File: config.mk
export PLATFORM = sky130hd
export DESIGN_NAME = gte_sel_add_seq_flat
export DESIGN_NICKNAME = d
export VERILOG_FILES = /design/src/rtl/gte_sel_add_seq_if.sv /design/src/rtl/gte_sel_add_seq.sv /design/src/flat_wrapper.sv
export SDC_FILE = /design/constraint.sdc
export NUM_CORES = 1
export LEC_CHECK = 0
export ABC_AREA = 1
export CAP_MARGIN = 5
export CORE_AREA = 2 2 261 263
export DETAILED_ROUTE_END_ITERATION = 8
export DIE_AREA = 0 0 263 265
export HOLD_SLACK_MARGIN = 0.15
export PLACE_DENSITY = 0.66
export SLEW_MARGIN = 20
export SYNTH_ARGS = -nofsm -noshare
export SYNTH_HDL_FRONTEND = slang
export SYNTH_SLANG_ARGS = --single-unit
File: constraint.sdc
create_clock -name i_clk -period 7.6 [get_ports i_clk]
set_clock_uncertainty 0.15 [all_clocks]
set_input_delay 1.52 -clock i_clk [delete_from_list [all_inputs] [get_ports i_clk]]
set_output_delay 1.52 -clock i_clk [all_outputs]
set_load 0.05 [all_outputs]
File: src/rtl/gte_sel_add_seq_if.sv
// Operand stream from the GTE add-path selector into the MAC adder stage.
// The master drives valid/id/last/operand; the slave returns ready.
interface gte_sel_add_seq_if #(
  parameter int ID_W  = 2,
  parameter int OUT_W = 44
);
  logic             o_valid;
  logic             i_ready;
  logic [ID_W-1:0]  o_id;
  logic             o_last;
  logic [OUT_W-1:0] o_operand;

  modport master (output o_valid, o_id, o_last, o_operand, input i_ready);
  modport slave  (input o_valid, o_id, o_last, o_operand, output i_ready);
endinterface

File: src/rtl/gte_sel_add_seq.sv
// Sequenced GTE add-path operand selector: one fixed-point operand per channel per sequence.
// Optional macro GTE_SELADD_NEG_EN adds i_neg, which negates every emitted operand.
//
// state | meaning
// IDLE  | waiting for i_start; controls latched on the start edge
// PREP  | SZ0*ZSF4 product registered, channel 0 operand loaded
// EMIT  | o_valid high, one operand per accepted handshake
module gte_sel_add_seq #(
  parameter int CH_COUNT = 3,
  parameter int INT_W    = 32,
  parameter int FRAC_W   = 12,
  parameter int ID_W     = (CH_COUNT > 1) ? $clog2(CH_COUNT) : 1
) (
  input  logic                      i_clk,
  input  logic                      i_rst,
  input  logic                      i_start,
  input  logic                      i_abort,
  input  logic [3:0]                i_sel,
  input  logic                      i_isMVMVA,
  input  logic [1:0]                i_cv,
  input  logic                      i_sf,
  input  logic                      i_useSF,
  input  logic [CH_COUNT*INT_W-1:0] i_tr,
  input  logic [CH_COUNT*INT_W-1:0] i_bk,
  input  logic [CH_COUNT*INT_W-1:0] i_fc,
  input  logic [CH_COUNT*INT_W-1:0] i_mac,
  input  logic [CH_COUNT*INT_W-1:0] i_of,
  input  logic [CH_COUNT*8-1:0]     i_col,
  input  logic [CH_COUNT*16-1:0]    i_tmp,
  input  logic [15:0]               i_sz0,
  input  logic [15:0]               i_zsf4,
  input  logic [23:0]               i_special,
`ifdef GTE_SELADD_NEG_EN
  input  logic                      i_neg,
`endif
  output logic                      o_busy,
  gte_sel_add_seq_if.master         strm
);

  localparam int OUT_W = INT_W + FRAC_W;
  localparam logic [ID_W-1:0] K_LAST = ID_W'(CH_COUNT - 1);

  typedef enum logic [1:0] {IDLE, PREP, EMIT} state_t;

  state_t            state_q, state_d;
  logic [ID_W-1:0]   k_q, k_d;
  logic [3:0]        effsel_q, effsel_d;
  logic              vsf_q, vsf_d;
  logic signed [32:0] prod_q, prod_d;
  logic [OUT_W-1:0]  operand_q, operand_d;
  logic              valid_q, valid_d;
  logic              busy_q, busy_d;
  logic              last_q, last_d;
`ifdef GTE_SELADD_NEG_EN
  logic              neg_q, neg_d;
`endif

  logic signed [16:0] sz0_s, zsf4_s;
  logic signed [32:0] prod_live, prod_sel;
  logic [ID_W-1:0]    ch;
  logic [INT_W-1:0]   tr_c, bk_c, fc_c, mac_c, of_c;
  logic [7:0]         col_c;
  logic [15:0]        tmp_c;
  logic [OUT_W-1:0]   op_raw, op_next;

  assign sz0_s     = {1'b0, i_sz0};
  assign zsf4_s    = {i_zsf4[15], i_zsf4};
  assign prod_live = 33'(sz0_s) * 33'(zsf4_s);
  // The channel-0 load happens on the same edge that registers the product.
  assign prod_sel  = (state_q == PREP) ? prod_live : prod_q;

  assign ch    = (state_q == PREP) ? '0 : ID_W'(k_q + 1'b1);
  assign tr_c  = i_tr[ch*INT_W +: INT_W];
  assign bk_c  = i_bk[ch*INT_W +: INT_W];
  assign fc_c  = i_fc[ch*INT_W +: INT_W];
  assign mac_c = i_mac[ch*INT_W +: INT_W];
  assign of_c  = i_of[ch*INT_W +: INT_W];
  assign col_c = i_col[ch*8 +: 8];
  assign tmp_c = i_tmp[ch*16 +: 16];

  always_comb begin
    op_raw = '0;
    case (effsel_q)
      4'd0:    op_raw = {tr_c, {FRAC_W{1'b0}}};
      4'd1:    op_raw = {bk_c, {FRAC_W{1'b0}}};
      4'd2:    op_raw = {fc_c, {FRAC_W{1'b0}}};
      4'd4:    op_raw = OUT_W'(col_c) << (FRAC_W + 4);
      4'd5:    op_raw = vsf_q ? {mac_c, {FRAC_W{1'b0}}} : OUT_W'($signed(mac_c));
      4'd6:    op_raw = OUT_W'(prod_sel);
      4'd7:    op_raw = OUT_W'(tmp_c) << FRAC_W;
      4'd8:    op_raw = OUT_W'($signed(of_c));
      4'd9:    op_raw = OUT_W'($signed(i_special)) << 4;
      default: op_raw = '0;
    endcase
  end

`ifdef GTE_SELADD_NEG_EN
  assign op_next = neg_q ? -op_raw : op_raw;
`else
  assign op_next = op_raw;
`endif

  always_ff @(posedge i_clk or posedge i_rst) begin
    if (i_rst) begin
      state_q   <= IDLE;
      k_q       <= '0;
      effsel_q  <= '0;
      vsf_q     <= 1'b0;
      prod_q    <= '0;
      operand_q <= '0;
      valid_q   <= 1'b0;
      busy_q    <= 1'b0;
      last_q    <= 1'b0;
`ifdef GTE_SELADD_NEG_EN
      neg_q     <= 1'b0;
`endif
    end else begin
      state_q   <= state_d;
      k_q       <= k_d;
      effsel_q  <= effsel_d;
      vsf_q     <= vsf_d;
      prod_q    <= prod_d;
      operand_q <= operand_d;
      valid_q   <= valid_d;
      busy_q    <= busy_d;
      last_q    <= last_d;
`ifdef GTE_SELADD_NEG_EN
      neg_q     <= neg_d;
`endif
    end
  end

  always_comb begin
    state_d   = state_q;
    k_d       = k_q;
    effsel_d  = effsel_q;
    vsf_d     = vsf_q;
    prod_d    = prod_q;
    operand_d = operand_q;
    valid_d   = valid_q;
    busy_d    = busy_q;
    last_d    = last_q;
`ifdef GTE_SELADD_NEG_EN
    neg_d     = neg_q;
`endif
    if (i_abort) begin
      state_d = IDLE;
      k_d     = '0;
      valid_d = 1'b0;
      busy_d  = 1'b0;
      last_d  = 1'b0;
    end else begin
      case (state_q)
        IDLE: begin
          if (i_start) begin
            state_d  = PREP;
            effsel_d = i_isMVMVA ? {2'b00, i_cv} : i_sel;
            vsf_d    = i_sf & i_useSF;
            busy_d   = 1'b1;
`ifdef GTE_SELADD_NEG_EN
            neg_d    = i_neg;
`endif
          end
        end
        PREP: begin
          state_d   = EMIT;
          prod_d    = prod_live;
          operand_d = op_next;
          k_d       = '0;
          valid_d   = 1'b1;
          last_d    = (K_LAST == '0);
        end
        EMIT: begin
          if (strm.i_ready) begin
            if (k_q == K_LAST) begin
              state_d = IDLE;
              k_d     = '0;
              valid_d = 1'b0;
              busy_d  = 1'b0;
              last_d  = 1'b0;
            end else begin
              k_d       = ID_W'(k_q + 1'b1);
              operand_d = op_next;
              last_d    = (ID_W'(k_q + 1'b1) == K_LAST);
            end
          end
        end
        default: state_d = IDLE;
      endcase
    end
  end

  assign o_busy         = busy_q;
  assign strm.o_valid   = valid_q;
  assign strm.o_id      = k_q;
  assign strm.o_last    = last_q;
  assign strm.o_operand = operand_q;

endmodule
File: src/flat_wrapper.sv
// flat-port wrapper written by rule: the top's interface ports become plain ports
module gte_sel_add_seq_flat 
#(
  parameter int CH_COUNT = 3,
  parameter int INT_W    = 32,
  parameter int FRAC_W   = 12,
  parameter int ID_W     = (CH_COUNT > 1) ? $clog2(CH_COUNT) : 1
)
  (i_clk, i_rst, i_start, i_abort, i_sel, i_isMVMVA, i_cv, i_sf, i_useSF, i_tr, i_bk, i_fc, i_mac, i_of, i_col, i_tmp, i_sz0, i_zsf4, i_special, o_busy, strm_o_valid, strm_o_id, strm_o_last, strm_o_operand, strm_i_ready);
  gte_sel_add_seq_if #(.ID_W(ID_W)) strm_i ();
  input  logic i_clk;
  input  logic i_rst;
  input  logic i_start;
  input  logic i_abort;
  input  logic [3:0] i_sel;
  input  logic i_isMVMVA;
  input  logic [1:0] i_cv;
  input  logic i_sf;
  input  logic i_useSF;
  input  logic [CH_COUNT*INT_W-1:0] i_tr;
  input  logic [CH_COUNT*INT_W-1:0] i_bk;
  input  logic [CH_COUNT*INT_W-1:0] i_fc;
  input  logic [CH_COUNT*INT_W-1:0] i_mac;
  input  logic [CH_COUNT*INT_W-1:0] i_of;
  input  logic [CH_COUNT*8-1:0] i_col;
  input  logic [CH_COUNT*16-1:0] i_tmp;
  input  logic [15:0] i_sz0;
  input  logic [15:0] i_zsf4;
  input  logic [23:0] i_special;
  output logic o_busy;
  output wire logic [$bits(strm_i.o_valid)-1:0] strm_o_valid;
  output wire logic [$bits(strm_i.o_id)-1:0] strm_o_id;
  output wire logic [$bits(strm_i.o_last)-1:0] strm_o_last;
  output wire logic [$bits(strm_i.o_operand)-1:0] strm_o_operand;
  input wire logic [$bits(strm_i.i_ready)-1:0] strm_i_ready;
  assign strm_o_valid = strm_i.o_valid;
  assign strm_o_id = strm_i.o_id;
  assign strm_o_last = strm_i.o_last;
  assign strm_o_operand = strm_i.o_operand;
  assign strm_i.i_ready = strm_i_ready;
  gte_sel_add_seq #(.CH_COUNT(CH_COUNT), .INT_W(INT_W), .FRAC_W(FRAC_W), .ID_W(ID_W)) u_core (.i_clk(i_clk), .i_rst(i_rst), .i_start(i_start), .i_abort(i_abort), .i_sel(i_sel), .i_isMVMVA(i_isMVMVA), .i_cv(i_cv), .i_sf(i_sf), .i_useSF(i_useSF), .i_tr(i_tr), .i_bk(i_bk), .i_fc(i_fc), .i_mac(i_mac), .i_of(i_of), .i_col(i_col), .i_tmp(i_tmp), .i_sz0(i_sz0), .i_zsf4(i_zsf4), .i_special(i_special), .o_busy(o_busy), .strm(strm_i));
endmodule
==> reports/results.txt <==
Status: finished, final reports clean
Fin util: 42.4%
Seq pwr share: 6.8%
DIE WIDTH: 263 µm
Total clock buffers created by CTS: 9
Final nets: 4806
Initial core utilization: 29.4%
Share of the synthesized area in the top cell type: 22.1%
Via count: 24.3k
Most frequent CP cell: nand2_1
Main flop type after synthesis: dfrtp_1
DR iter-0 viols: 2341
Mapped cell area: 19700 µm²
Slowest CP cell: clkdlybuf4s50_1
Root buf cell: clkbuf_16
CP max stage delay: 690 ps
Vias in the first global route: 23.7k
Layout cells sized above 1: 5.32%
Clock power share: 4.0%
Hold_ws: 329 ps
WS Path Type: in2reg
Post-CTS setup repair buffer count: 0
Worst Setup End Kind: register
Initial antenna violation count: 58
Area Growth Syn to Fin: 43.9%
I/O pin total: 671
DR DRC count: 0
Synth Register Bits: 88
Total of max-cap violations: 0
Row count: 95
Top delay family on crit path: adder cells
Unrepaired setup endpoints after global routing: false
Final WL: 114000 µm
Syn_nets: 4175
First-pass GRT wire length: 162000 µm
Worst slew margin: 32.7%
Peak VDD IR: 0.464 mV
Post-route ant nets: 0
CTS max path bufs: 2
Grt ovf: 0
Routed wire per std cell: 23.9 µm
IO Port Bufs: 670
Syn avg cell area: 6.08 µm²
CP Launch Type: primary input
Synth Instances: 3234
Worst Path Required: 7710 ps
Drt first pass iters: 6
Post-synth ARST share: 100%
Seq/Total Area, Yosys: 11.2%
Die height: 265 µm
Post-CTS Hold Buffers: 0
Final setup viols: 0
Net Sw Frac: 58.9%
Clock transition at path regs: 70 ps
HPWL after detailed placement: 97100 µm
NetSw: 0.00709 W
Synth warnings: 0
Tcrit/Tclk final: 95.5%
Post-synth top area cell: nand2_1
Ranking of synthesized cells by area: nand2_1, fa_1, dfrtp_1
Class of the worst hold path: reg2reg
Clk Latency, worst-skew pair: 370 ps
Critical path fanouts, max: 12
Netlist cell types: 40
Leakage: 14.3 nW
Setup TNS after final layout: 0 ps
Pwr/cell area: 425 nW/µm²
EDFF count, synth: 0
Slew at the pin closest to its max-slew limit: 1010 ps
Final hold violations: 0
Worst path bufs/invs: 8
Post-DR vias/cell: 5.08
Fin. max-slew vios: 0
GRT Overall Usage: 32.2%
Combinational Power Share: 89.2%
Placed Instances: 4727
Htree depth: 3
Int Pwr: 0.00495 W
Post-CTS Resized: 0
Top achievable clock speed: 138 MHz
Die area: 69700 µm²
WP data arrival: 7370 ps
CTS tree: yes
Largest net degree at the start of global routing: 82
Fin cells: 4774
CTS sink count: 88
Min Tclk post-route: 7260 ps
Routability Congestion: 1.05
Core ar.: 66800 µm²
-- cell usage in the layout (no fill, tap or decap), types with 7 or more instances in the layout --
| cell | synthesis | layout |
|---|---|---|
| o211ai_1 | 47 | 47 |
| nand2_1 | 1159 | 1158 |
| buf_4 | 2 | 137 |
| clkbuf_16 | 0 | 9 |
| diode_2 | 0 | 31 |
| o21ai_1 | 51 | 51 |
| nand4_1 | 22 | 22 |
| o21ai_0 | 113 | 113 |
| nor2_4 | 2 | 7 |
| dfrtp_1 | 88 | 87 |
| xnor2_1 | 8 | 8 |
| fa_1 | 194 | 194 |
| a21oi_1 | 78 | 77 |
| inv_1 | 504 | 503 |
| ha_1 | 125 | 125 |
| buf_12 | 0 | 9 |
| a31oi_1 | 11 | 11 |
| nor3_1 | 8 | 8 |
| nor2_1 | 172 | 167 |
| inv_2 | 15 | 14 |
| nand3_1 | 368 | 368 |
| o22ai_1 | 12 | 12 |
| clkdlybuf4s50_1 | 0 | 669 |
| or2_2 | 10 | 10 |
| or2_0 | 11 | 11 |
-- cell type report --
type / count / area (µm²)
repair buffers: 816 / 7920
flip-flops and latches: 88 / 2200
clock inverters: 6 / 75.1
inverters: 521 / 1960
fillers: 7220 / 38500
diodes: 31 / 77.6
multi-input cells: 2429 / 14700
well taps: 873 / 1090
clock buffers: 10 / 229
-- power by group through the flow --
stage          Sequential, W  Combinational (W)  Clock (W)
6_report            0.000821             0.0107   0.000485
4_1_cts             0.000812             0.0107   0.000489
3_5_place_dp        0.000819             0.0107          0
3_3_place_gp        0.000812             0.0106          0
2_1_floorplan        0.00109            0.00615          0
5_1_grt             0.000836             0.0120   0.000508
-- metrics by stage --
stage / total power (W) / setup slack (ps) / area [µm²]
floorplan: 0.00724 / 576 / 19700
global placement: 0.0115 / -9.38 / 27900
detailed placement: 0.0115 / -46.6 / 27900
CTS: 0.0120 / 348 / 28200
global route: 0.0133 / 34.4 / 28300
finish: 0.0120 / 342 / 28300
-- registers in the layout (all words and copies together) (netlist names) --
signal,count
u_core.effsel_q,4
u_core.o_busy,1
u_core.prod_q,33
u_core.state_q,2
u_core.strm.o_id,2
u_core.strm.o_operand,44
u_core.strm.o_valid,1
u_core.vsf_q,1
-- tightest hold or removal path, cell delays in order (launching register included) --
cell and delay [ps]:
dfrtp_1 350, nand2_1 50, nand2_1 50
-- metal layers --
| metal | vias to the layer above | part of all wire (%) | GRT usage (%) |
|---|---|---|---|
| met5 | - | 0.073 | 0 |
| met4 | 14 | 4.1 | 13.0 |
| met3 | 183 | 9.4 | 8.05 |
| met2 | 1248 | 44 | 50.3 |
| met1 | 11500 | 42 | 42.6 |
| li1 | 11300 | - | - |
-- cells in the mapped netlist (5+ instances only) --
library cell / instances
fa_1: 194
a21o_1: 5
nor2_1: 172
inv_2: 15
nand3_1: 368
o21ai_0: 113
nand2_1: 1159
a31oi_1: 11
buf_2: 61
ha_1: 125
buf_1: 11
o22ai_1: 12
o211ai_1: 47
a21oi_1: 78
xnor2_1: 8
inv_1: 504
dfrtp_1: 88
nor3_1: 8
xor2_1: 6
or2_2: 10
o21ai_1: 51
or2_0: 11
nand4_1: 22
clkbuf_1: 122
-- final timing paths --
check	end	slack, ps	from	cells after the start
min in group asynchronous	u_core.strm.o_operand[8]$_DFFE_PP0P_	1310	i_rst	2
worst min register to register	u_core.strm.o_valid$_DFFE_PP0P_	330	u_core.strm.o_valid$_DFFE_PP0P_	2
worst max register to register	u_core.strm.o_operand[13]$_DFFE_PP0P_	3300	u_core.effsel_q[2]$_DFFE_PP0P_	14
max in group asynchronous	u_core.strm.o_id[0]$_DFFE_PP0P_	4620	i_rst	3
worst min-delay path	u_core.strm.o_valid$_DFFE_PP0P_	330	u_core.strm.o_valid$_DFFE_PP0P_	2
worst max-delay path	u_core.strm.o_operand[38]$_DFFE_PP0P_	340	i_zsf4[6]	27
-- kinds of logic after synthesis --
family	Yosys count	synth area share, %
AO/OA/AOI/OAI	329	9.38
XOR/XNOR	14	0.624
adder cells (fa/ha/maj)	319	27.7
buffers and inverters	717	14.1
flip-flops	88	11.2
AND/OR/NAND/NOR	1767	37.0
No activity file was read; power rests on OpenSTA's default activity.
